## config.mk

```make
export PLATFORM = sky130hd
export DESIGN_NAME = pipeline_hazard_ctrl
export DESIGN_NICKNAME = d
export VERILOG_FILES = /design/src/rtl/pipe_ctrl_pkg.sv /design/src/rtl/hazard_detect.sv /design/src/rtl/pipeline_hazard_ctrl.sv
export SDC_FILE = /design/constraint.sdc
export NUM_CORES = 1
export LEC_CHECK = 0
export ABC_CLOCK_PERIOD_IN_PS = 2060
export CORE_ASPECT_RATIO = 0.6
export CORE_MARGIN = 2
export CORE_UTILIZATION = 42
export CTS_BUF_LIST = sky130_fd_sc_hd__clkbuf_4
export DETAILED_ROUTE_END_ITERATION = 8
export MAX_ROUTING_LAYER = met4
export PLACE_DENSITY = 0.91
export SYNTH_ARGS = -nofsm -noshare
export SYNTH_HDL_FRONTEND = slang
export SYNTH_SLANG_ARGS = --single-unit
```

## constraint.sdc

```tcl
create_clock -name clk -period 2.06 [get_ports clk]
set_input_delay 0.309 -clock clk [delete_from_list [all_inputs] [get_ports clk]]
set_output_delay 0.309 -clock clk [all_outputs]
set_load 0.005 [all_outputs]
```

## src/rtl/pipe_ctrl_pkg.sv

```systemverilog
// -----------------------------------------------------------------------------
// pipe_ctrl_pkg
// Shared definitions for the pipeline hazard controller:
//   - control word width and the bit position of every control field
//   - NOP control word (all-zero), PC select and forwarding select codes
//   - FSM state type
//   - dst_hit(): does a stage writer collide with the ID-stage sources
// Optional feature macro used by the importing files: HAZARD_FORWARDING_EN
// -----------------------------------------------------------------------------
package pipe_ctrl_pkg;

    localparam int CW_W  = 15;
    localparam int REG_W = 5;

    // {RegDst,RegWrite,MemtoReg,Jump,JmpandLink,MemRead,MemWrite,
    //  BrEq,BrNe,ALUSrc,Issigned,ALUop[3:0]}
    localparam int CW_REGDST    = 14;
    localparam int CW_REGWRITE  = 13;
    localparam int CW_MEMTOREG  = 12;
    localparam int CW_JUMP      = 11;
    localparam int CW_JAL       = 10;
    localparam int CW_MEMREAD   = 9;
    localparam int CW_MEMWRITE  = 8;
    localparam int CW_BREQ      = 7;
    localparam int CW_BRNE      = 6;
    localparam int CW_ALUSRC    = 5;
    localparam int CW_ISSIGNED  = 4;
    localparam int CW_ALUOP_MSB = 3;
    localparam int CW_ALUOP_LSB = 0;

    localparam logic [CW_W-1:0] CTRL_NOP = '0;

    localparam logic [1:0] PC_SEQ = 2'd0;
    localparam logic [1:0] PC_BR  = 2'd1;
    localparam logic [1:0] PC_JMP = 2'd2;

    localparam logic [1:0] FWD_RF    = 2'd0;
    localparam logic [1:0] FWD_EXMEM = 2'd1;
    localparam logic [1:0] FWD_MEMWB = 2'd2;

    typedef enum logic {
        ST_RUN   = 1'b0,
        ST_STALL = 1'b1
    } state_t;

    // A writer hits when it writes a non-zero register that the ID
    // instruction reads ($0 never creates a dependence).
    function automatic logic dst_hit(
        input logic             reg_write,
        input logic [REG_W-1:0] dst,
        input logic [REG_W-1:0] rs,
        input logic [REG_W-1:0] rt,
        input logic             uses_rt
    );
        return reg_write && (dst != '0) &&
               ((dst == rs) || (uses_rt && (dst == rt)));
    endfunction

endpackage

```

## src/rtl/hazard_detect.sv

```systemverilog
// -----------------------------------------------------------------------------
// hazard_detect
// Purely combinational hazard classification for the instruction in ID.
// Ports:
//   ex_reg_write, ex_mem_read, ex_dst  in   EX-stage writer info
//   mem_reg_write, mem_dst             in   MEM-stage writer info
//   id_rs, id_rt, id_uses_rt           in   ID-stage sources
//   stall_req                          out  ID instruction must be held
//   stall_len                          out  total stall cycles (0..2)
// Macro HAZARD_FORWARDING_EN: with forwarding only load-use stalls.
// -----------------------------------------------------------------------------
module hazard_detect
    import pipe_ctrl_pkg::*;
(
    input  logic             ex_reg_write,
    input  logic             ex_mem_read,
    input  logic [REG_W-1:0] ex_dst,
    input  logic             mem_reg_write,
    input  logic [REG_W-1:0] mem_dst,
    input  logic [REG_W-1:0] id_rs,
    input  logic [REG_W-1:0] id_rt,
    input  logic             id_uses_rt,
    output logic             stall_req,
    output logic [1:0]       stall_len
);

    logic ex_hit;
    logic mem_hit;
    logic load_use;

    always_comb begin
        ex_hit   = dst_hit(ex_reg_write, ex_dst, id_rs, id_rt, id_uses_rt);
        mem_hit  = dst_hit(mem_reg_write, mem_dst, id_rs, id_rt, id_uses_rt);
        load_use = ex_hit & ex_mem_read;

`ifdef HAZARD_FORWARDING_EN
        // ALU results are forwarded; only a load still in EX is too late.
        stall_len = load_use ? 2'd1 : 2'd0;
`else
        if (load_use)
            stall_len = 2'd1;
        else if (ex_hit)
            stall_len = 2'd2;
        else if (mem_hit)
            stall_len = 2'd1;
        else
            stall_len = 2'd0;
`endif

        stall_req = (stall_len != 2'd0);
    end

endmodule

```

## src/rtl/pipeline_hazard_ctrl.sv

```systemverilog
// -----------------------------------------------------------------------------
// pipeline_hazard_ctrl
// Carries the decoded control word and destination register through
// ID/EX, EX/MEM and MEM/WB, detects load-use/RAW hazards, resolves branches
// in EX and redirects jumps from ID. Bubbles are all-zero control words.
// Ports:
//   clk, rst_n                 clock, synchronous active-low reset
//   id_ctrl, id_rs, id_rt      ID instruction control word and sources
//   id_uses_rt, id_dst         ID reads rt / destination register
//   ex_alu_zero                ALU zero flag of the EX instruction
//   pc_write, ifid_write       PC and IF/ID enables (low while stalled)
//   ifid_flush                 clear IF/ID (taken branch or jump)
//   pc_sel                     PC_SEQ / PC_BR / PC_JMP
//   ex/mem/wb_ctrl, *_dst      stage registers
//   fwd_a, fwd_b               forwarding selects (HAZARD_FORWARDING_EN only)
// Macro HAZARD_FORWARDING_EN adds the EX-stage forwarding selects.
// -----------------------------------------------------------------------------
module pipeline_hazard_ctrl
    import pipe_ctrl_pkg::*;
(
    input  logic             clk,
    input  logic             rst_n,
    input  logic [CW_W-1:0]  id_ctrl,
    input  logic [REG_W-1:0] id_rs,
    input  logic [REG_W-1:0] id_rt,
    input  logic             id_uses_rt,
    input  logic [REG_W-1:0] id_dst,
    input  logic             ex_alu_zero,
    output logic             pc_write,
    output logic             ifid_write,
    output logic             ifid_flush,
    output logic [1:0]       pc_sel,
    output logic [CW_W-1:0]  ex_ctrl,
    output logic [CW_W-1:0]  mem_ctrl,
    output logic [CW_W-1:0]  wb_ctrl,
    output logic [REG_W-1:0] ex_dst,
    output logic [REG_W-1:0] mem_dst,
    output logic [REG_W-1:0] wb_dst
`ifdef HAZARD_FORWARDING_EN
    ,
    output logic [1:0]       fwd_a,
    output logic [1:0]       fwd_b
`endif
);

    state_t     state;
    logic [1:0] stall_cnt;

    logic       stall_req;
    logic [1:0] stall_len;
    logic       br_taken;
    logic       stall;
    logic       id_jump;
    logic       bubble;

    hazard_detect u_hazard_detect (
        .ex_reg_write  (ex_ctrl[CW_REGWRITE]),
        .ex_mem_read   (ex_ctrl[CW_MEMREAD]),
        .ex_dst        (ex_dst),
        .mem_reg_write (mem_ctrl[CW_REGWRITE]),
        .mem_dst       (mem_dst),
        .id_rs         (id_rs),
        .id_rt         (id_rt),
        .id_uses_rt    (id_uses_rt),
        .stall_req     (stall_req),
        .stall_len     (stall_len)
    );

    // Priority: taken branch > stall > jump.
    always_comb begin
        br_taken = (ex_ctrl[CW_BREQ] & ex_alu_zero) |
                   (ex_ctrl[CW_BRNE] & ~ex_alu_zero);
        stall    = ~br_taken & ((state == ST_STALL) | stall_req);
        id_jump  = ~br_taken & ~stall &
                   (id_ctrl[CW_JUMP] | id_ctrl[CW_JAL]);
        bubble   = stall | br_taken;

        pc_write   = ~stall;
        ifid_write = ~stall;
        ifid_flush = br_taken | id_jump;

        if (br_taken)
            pc_sel = PC_BR;
        else if (id_jump)
            pc_sel = PC_JMP;
        else
            pc_sel = PC_SEQ;
    end

    // stall_cnt holds the stall cycles still owed after the current one,
    // so the detecting RUN cycle is itself the first stall cycle and a
    // one-cycle stall returns to RUN (re-evaluating the held instruction)
    // without lingering in STALL.
    always_ff @(posedge clk) begin
        if (!rst_n) begin
            state     <= ST_RUN;
            stall_cnt <= '0;
            ex_ctrl   <= CTRL_NOP;
            mem_ctrl  <= CTRL_NOP;
            wb_ctrl   <= CTRL_NOP;
            ex_dst    <= '0;
            mem_dst   <= '0;
            wb_dst    <= '0;
        end else begin
            mem_ctrl <= ex_ctrl;
            wb_ctrl  <= mem_ctrl;
            mem_dst  <= ex_dst;
            wb_dst   <= mem_dst;

            if (bubble) begin
                ex_ctrl <= CTRL_NOP;
                ex_dst  <= '0;
            end else begin
                ex_ctrl <= id_ctrl;
                ex_dst  <= id_dst;
            end

            if (br_taken) begin
                state     <= ST_RUN;
                stall_cnt <= '0;
            end else begin
                case (state)
                    ST_RUN: begin
                        if (stall_req && (stall_len > 2'd1)) begin
                            state     <= ST_STALL;
                            stall_cnt <= stall_len - 2'd1;
                        end else begin
                            stall_cnt <= '0;
                        end
                    end
                    ST_STALL: begin
                        stall_cnt <= stall_cnt - 2'd1;
                        if (stall_cnt <= 2'd1)
                            state <= ST_RUN;
                    end
                    default: begin
                        state     <= ST_RUN;
                        stall_cnt <= '0;
                    end
                endcase
            end
        end
    end

`ifdef HAZARD_FORWARDING_EN
    logic [REG_W-1:0] ex_rs;
    logic [REG_W-1:0] ex_rt;

    always_ff @(posedge clk) begin
        if (!rst_n) begin
            ex_rs <= '0;
            ex_rt <= '0;
        end else if (bubble) begin
            ex_rs <= '0;
            ex_rt <= '0;
        end else begin
            ex_rs <= id_rs;
            ex_rt <= id_rt;
        end
    end

    // EX/MEM holds the younger result, so it wins over MEM/WB.
    always_comb begin
        fwd_a = FWD_RF;
        fwd_b = FWD_RF;
        if (mem_ctrl[CW_REGWRITE] && (mem_dst != '0) && (mem_dst == ex_rs))
            fwd_a = FWD_EXMEM;
        else if (wb_ctrl[CW_REGWRITE] && (wb_dst != '0) && (wb_dst == ex_rs))
            fwd_a = FWD_MEMWB;
        if (mem_ctrl[CW_REGWRITE] && (mem_dst != '0) && (mem_dst == ex_rt))
            fwd_b = FWD_EXMEM;
        else if (wb_ctrl[CW_REGWRITE] && (wb_dst != '0) && (wb_dst == ex_rt))
            fwd_b = FWD_MEMWB;
    end
`endif

endmodule

```

Word-level counts from Yosys, hierarchy flattened. Index checks and enable logic that the tools add are counted.

Register bits after elaboration: 63. Input port bits: 34. Output and inout port bits: 65. Word-level logic and storage cells: 56.

Add/subtract/negate cells: 2. Magnitude comparators: 2. Equality and inequality tests: 4. Muxes and demuxes: 10. Bitwise logic cells: 16. Reduce and logical (&&, ||, !) cells: 14.

Operators by type and width (count): 5-bit equality test (4); 2-bit two-way mux (5); 5-bit nonzero test (2); 1-bit logical AND (7); 1-bit bitwise AND (6); 1-bit inverter (5); 1-bit OR (5); 2-bit one-hot mux with 2 select lines (1); 2-bit OR reduction (2); 2-bit by 1-bit subtractor with 2-bit output, second input constant (2); 1-bit two-way mux (3); 2-bit by 1-bit greater-than comparator with 1-bit output, second input constant (1); 2-bit by 1-bit <= comparator with 1-bit output, second input constant (1); 1-bit logical OR (2); 1-bit one-hot mux with 2 select lines (1); 2-bit nonzero test (1).

Depth between registers and ports, before layout.
Word-level depth: 15. Mapped depth: 6. Mapped depth without buffers: 5.

Modules after synthesis. A second synthesis with hierarchy kept.

Cell total of the unflattened synthesis: 190. Area total of the unflattened synthesis: 2117.0 um^2.

Modules (own cells, without submodules): pipeline_hazard_ctrl (times used 1, cells each 154, area each 1833.0 um^2, seq. area each 1261.2 um^2); hazard_detect (times used 1, cells each 36, area each 284.0 um^2, seq. area each 0.0 um^2).

Least setup slack after synthesis. Ideal clock, no wire load.

Path type: reg2out. Start: register ex_dst[2]. End: output port pc_write. Arrival: 1.497 ns. Required time: 1.751 ns. Path slack: 0.254 ns. Cell stages (with the launch flop): 6. Buffers on the path: 1. Path through: dfxtp_1 -> or4_4 -> o21ai_2 -> o22ai_1 -> o21ai_1 -> buf_4.

Word-level cells in the longest chain between the ends: 10. Elaborated cells between the ends (all ways): 14. Classes of those cells: eq/ne: 2; mux: 2; bitwise: 4; reduce/logical: 6.

RTL lines: start, declared (line pipeline_hazard_ctrl.sv:36) `output logic [REG_W-1:0] ex_dst,`; start signal, assigned (line pipeline_hazard_ctrl.sv:115) `ex_dst <= id_dst;`; 5-bit equality test (line pipe_ctrl_pkg.sv:56) `((dst == rs) || (uses_rt && (dst == rt)));`; 1-bit logical AND (line pipe_ctrl_pkg.sv:56); 1-bit logical OR (line pipe_ctrl_pkg.sv:56); 1-bit logical AND (*) (line pipe_ctrl_pkg.sv:55) `return reg_write && (dst != '0) &&`; 2-bit two-way mux / 1-bit bitwise AND (equally long branches) (line hazard_detect.sv:42, hazard_detect.sv:34); 2-bit two-way mux (*) (line hazard_detect.sv:40) `if (load_use)`; 2-bit nonzero test (*) (line hazard_detect.sv:50) `stall_req = (stall_len != 2'd0);`; 1-bit OR (*) (line pipeline_hazard_ctrl.sv:73) `stall = ~br_taken & ((state == ST_STALL) | stall_req);`; 1-bit bitwise AND (*) (line pipeline_hazard_ctrl.sv:73); 1-bit inverter (*); end, declared (line pipeline_hazard_ctrl.sv:29) `output logic pc_write,`.

Mark *: on every way between the ends. The rest lies on a longest branch, timed or not.

Final worst setup path.
Start: input port id_rt[1]. End: output port ifid_flush.

Word-level cells in the longest chain between the ends: 14. Elaborated cells between the ends (all ways): 19. Classes of those cells: eq/ne: 2; mux: 3; bitwise: 7; reduce/logical: 7.

RTL lines: start, declared (line pipeline_hazard_ctrl.sv:25) `input logic [REG_W-1:0] id_rt,`; 5-bit equality test (line pipe_ctrl_pkg.sv:56); 1-bit logical AND (line pipe_ctrl_pkg.sv:56); 1-bit logical OR (line pipe_ctrl_pkg.sv:56); 1-bit logical AND (line pipe_ctrl_pkg.sv:55); 1-bit two-way mux (line hazard_detect.sv:44) `else if (mem_hit)`; 2-bit two-way mux (line hazard_detect.sv:42) `else if (ex_hit)`; 2-bit two-way mux (*) (line hazard_detect.sv:40); 2-bit nonzero test (*) (line hazard_detect.sv:50); 1-bit OR (*) (line pipeline_hazard_ctrl.sv:73); 1-bit bitwise AND (*) (line pipeline_hazard_ctrl.sv:73); 1-bit inverter (*) (line pipeline_hazard_ctrl.sv:74) `id_jump = ~br_taken & ~stall &`; 1-bit bitwise AND (*) (2 in a row) (line pipeline_hazard_ctrl.sv:74); 1-bit OR (*) (line pipeline_hazard_ctrl.sv:80) `ifid_flush = br_taken | id_jump;`; end, declared (line pipeline_hazard_ctrl.sv:31) `output logic ifid_flush,`.

Marks and branches as above.

==> out/results.env <==
CTS.HTREE.LEVELS=3
REGTOREGSETUPSLACK_NS=0.11
FLOORPLAN.INITIALDENSITY_PCT=43.0
HOLD_VIOL=0
WORST_SLACK_NS=-0.150
FINAL_LAYOUT_SIZE_SUFFIX_GT1_SHARE_PCT=23.1
DPL.HPWL_UM=3730
FINALSETUPVIOLATIONS=4
WORSTPATHMAXFANOUT=3
FLOORPLAN.DIE_AREA_UM2=5730
SKEW_NS=0.0157
ANTENNA_CELLS=0
DRTANTENNAVIOLNETS=0
CLOCKBUFFERDEPTH=2
NETLIST_AREA_UM2=2150
REGTOREGENDPOINT='ex_dst[4]$_SDFF_PP0_'
CLKSINKCOUNT=63
TRITONCTS_CLOCK_TREE='done'
GRT_PASS1_WL_UM=7510
YS_FF_LATCH=63
VIA_COUNT=1657
POWERDENSITY_nW_PER_UM2=706
INITIAL_ANTENNA_VIOLATION_COUNT=0
PORT_BUFFERS=98
GLOBAL_ROUTE.USAGE.TOTAL_PCT=18.8
DETAIL_ROUTE.FIRST_PASS.ITERATIONS=4
OUTCOME='finished, violations left'
TIMING.SLEW.HEADROOM_PCT=78.2
WORST-SETUP-PATH-TYPE='primary input to primary output'
COREAREA_UM2=5000
WORST_HOLD_PATH.NUM_CELLS=1
SLEW_VIOL_FINAL=0
HOLDPATHEND='wb_ctrl[8]$_SDFF_PN0_'
DIE_WIDTH_UM=96.4
STARTPOINT_TYPE='primary input'
SYNTHCELLS=186
TIGHTEST_SLEW_NS=0.323
POST_SYNTH.CELL_AREA_AVG_UM2=11.6
NETS=339
FILLCELLCOUNT=393
SYNTH.YOSYS.SEQ_AREA_SHARE_PCT=58.6
FAILED_CHECKS='setup timing'
MIN_FROM='mem_ctrl[8]$_SDFF_PN0_'
HOLD_PATH_CLASS='flop to flop'
GP_CONGESTION=0.932
FMAX_GHz=0.452
CP.ARRIVAL_NS=1.90
MAXCAPVIOLCOUNT=0
LEAKAGEPOWER_nW=1.41
TOTAL_CLOCK_BUFFERS_CREATED_BY_CTS=9
TIMING.FINAL.CRIT_SHARE_PCT=107
INSERTION_DELAY_NS=0.38
GRT_OVERFLOW_TOTAL=0
ROUTE.DETAILED.VIAS_PER_INST=4.43
WORST_R2R_STARTPOINT='ex_dst[4]$_SDFF_PP0_'
AREA.GROWTH.SYNTH_TO_FINAL_PCT=60.0
DIE_HEIGHT_UM=59.5
IRDROPWORSTVDD_mV=0.368
WL_UM=4840
ROUTE.DETAILED.DRC=0
CTS_ROOT_BUF='clkbuf_4'
GRT_START_MAX_NET_PINS=41
RSZ0062_AT_GRT='yes'
ROUTED_WIRE_LENGTH_PER_INSTANCE_UM=12.9
FF2FF_PATH_DEPTH=8
ROW_COUNT=20
POST-ROUTE-UTIL_PCT=68.8
VIAS_IN_THE_FIRST_GLOBAL_ROUTE=1586
CTS.REPORTEDPATHS.CLKPINSLEW_NS=0.10
YS.WARNINGS.COUNT=0
SYNTH.DISTINCT_CELLS=28
SYNTH.NET_COUNT=221
WORSTPATHREQUIRED_NS=1.75
FINAL.HOLD.WORST_SLACK_NS=0.461
DRT_ITER0_DRCS=63
FLOORPLAN.IO_PINS=99
PERIOD_NEEDED_NS=2.21
CRIT_PATH_CAPTURE_TYPE='primary output'
==> critical path, cell delays in order <==
cell and delay [ns]:
clkdlybuf4s50_1 0.46, xor2_1 0.18, nor4_1 0.31, a32oi_1 0.19, o22ai_2 0.22, o21ai_1 0.09
buf_2 0.14
==> cell families after synthesis <==
family,count (synthesis),share of synthesized area (%)
flops,63,58.6
mux,1,0.465
simple gates,76,24.2
compound gates,11,4.07
xor+xnor,20,8.13
fa+ha+maj,1,0.581
buf+inv,14,4.01
==> report_power, final <==
part / internal [W] / total (W) / switching, W
registers: 0.00127 / 0.00131 / 0.0000337
clock network: 0.000348 / 0.000745 / 0.000397
logic: 0.000257 / 0.000381 / 0.000124
total: 0.00188 / 0.00243 / 0.000555
==> registers in the layout, summed over array words and instances, names as in the netlist <==
signal	cells
state	1
stall_cnt	2
ex_dst	5
wb_ctrl	15
ex_ctrl	15
mem_dst	5
mem_ctrl	15
wb_dst	5
==> layout by cell type (no fill, tap or decap), drive strengths merged <==
master / netlist / layout
clkdlybuf4s50: 0 / 94
dfxtp: 63 / 63
and2: 60 / 60
buf: 7 / 24
xor2: 18 / 18
clkbuf: 4 / 9
o21ai: 5 / 5
nor2: 4 / 4
clkinv: 0 / 4
inv: 3 / 3
nor3: 3 / 3
or4: 2 / 2
xnor2: 2 / 2
a32oi: 2 / 2
nand2: 2 / 2
or3: 2 / 2
nor4: 2 / 2
o22ai: 2 / 2
mux2i: 1 / 1
o221a: 1 / 1
or2: 1 / 1
o32ai: 1 / 1
ha: 1 / 1
clkinvlp: 0 / 1
bufinv: 0 / 1
==> synth_stat cells, drive strengths merged <==
| master | instances | area [um^2] |
|---|---|---|
| dfxtp | 63 | 1260 |
| nand2 | 2 | 7.51 |
| or3 | 2 | 12.5 |
| nor2 | 4 | 15.0 |
| nor3 | 3 | 15.0 |
| or2 | 1 | 6.26 |
| o32ai | 1 | 8.76 |
| xor2 | 18 | 158 |
| o221a | 1 | 20.0 |
| a32oi | 2 | 17.5 |
| o22ai | 2 | 12.5 |
| nor4 | 2 | 18.8 |
| or4 | 2 | 18.8 |
| clkbuf | 4 | 15.0 |
| o21ai | 5 | 28.8 |
| inv | 3 | 11.3 |
| mux2i | 1 | 10.0 |
| and2 | 60 | 427 |
| ha | 1 | 12.5 |
| buf | 7 | 60.1 |
| xnor2 | 2 | 17.5 |
==> repair_timing <==
item | in CTS | in global routing
hold buffers | 0 | 0
setup endpoints to repair | 4 | 5
buffers inserted | 2 | 0
pin swaps | 6 | 2
resized for setup | 25 | 3
==> per-stage QoR <==
stage | setup TNS (ns) | worst slack [ns] | std cells | total power, W | area, um^2
3_5_place_dp | -5.55 | -0.561 | 358 | 0.00171 | 3300
3_3_place_gp | -4.17 | -0.492 | 358 | 0.00170 | 3300
2_1_floorplan | 0 | 0.254 | 186 | 0.00147 | 2150
5_1_grt | -0.978 | -0.252 | 374 | 0.00256 | 3440
4_1_cts | -0.623 | -0.161 | 374 | 0.00246 | 3440
6_report | -0.566 | -0.150 | 374 | 0.00243 | 3440
==> layer usage <==
| layer | global-route usage, % | up-vias | wire [um] |
|---|---|---|---|
| met1 | 22.8 | 750 | 2150 |
| li1 | - | 829 | - |
| met5 | - | - | 0 |
| met2 | 29.1 | 70 | 2270 |
| met4 | 7.04 | 0 | 77 |
| met3 | 6.87 | 8 | 344 |
==> cell type report <==
type	instances	area [um^2]	area share, %
clock inverter	6	52.6	1.53
clock buffer	9	67.6	1.96
sequential	63	1270	36.8
inverter	3	11.3	0.327
timing repair buffer	118	1120	32.6
multi-input combinational	109	840	24.4
tap	66	82.6	2.40
==> worst max path at each step <==
stage,to,slack (ns),from,cells after the start
final,ifid_flush,-0.15,id_rt[1],7
after global routing,ifid_flush,-0.25,ex_dst[4]$_SDFF_PP0_,7
after CTS,ifid_flush,-0.16,ex_dst[4]$_SDFF_PP0_,7
after detailed placement,pc_sel[1],-0.56,id_rt[4],8
after global placement,pc_sel[1],-0.49,id_rt[2],8
after floorplan,pc_write,0.25,ex_dst[2]$_SDFF_PP0_,5
No activity file was read; power rests on OpenSTA's default activity.
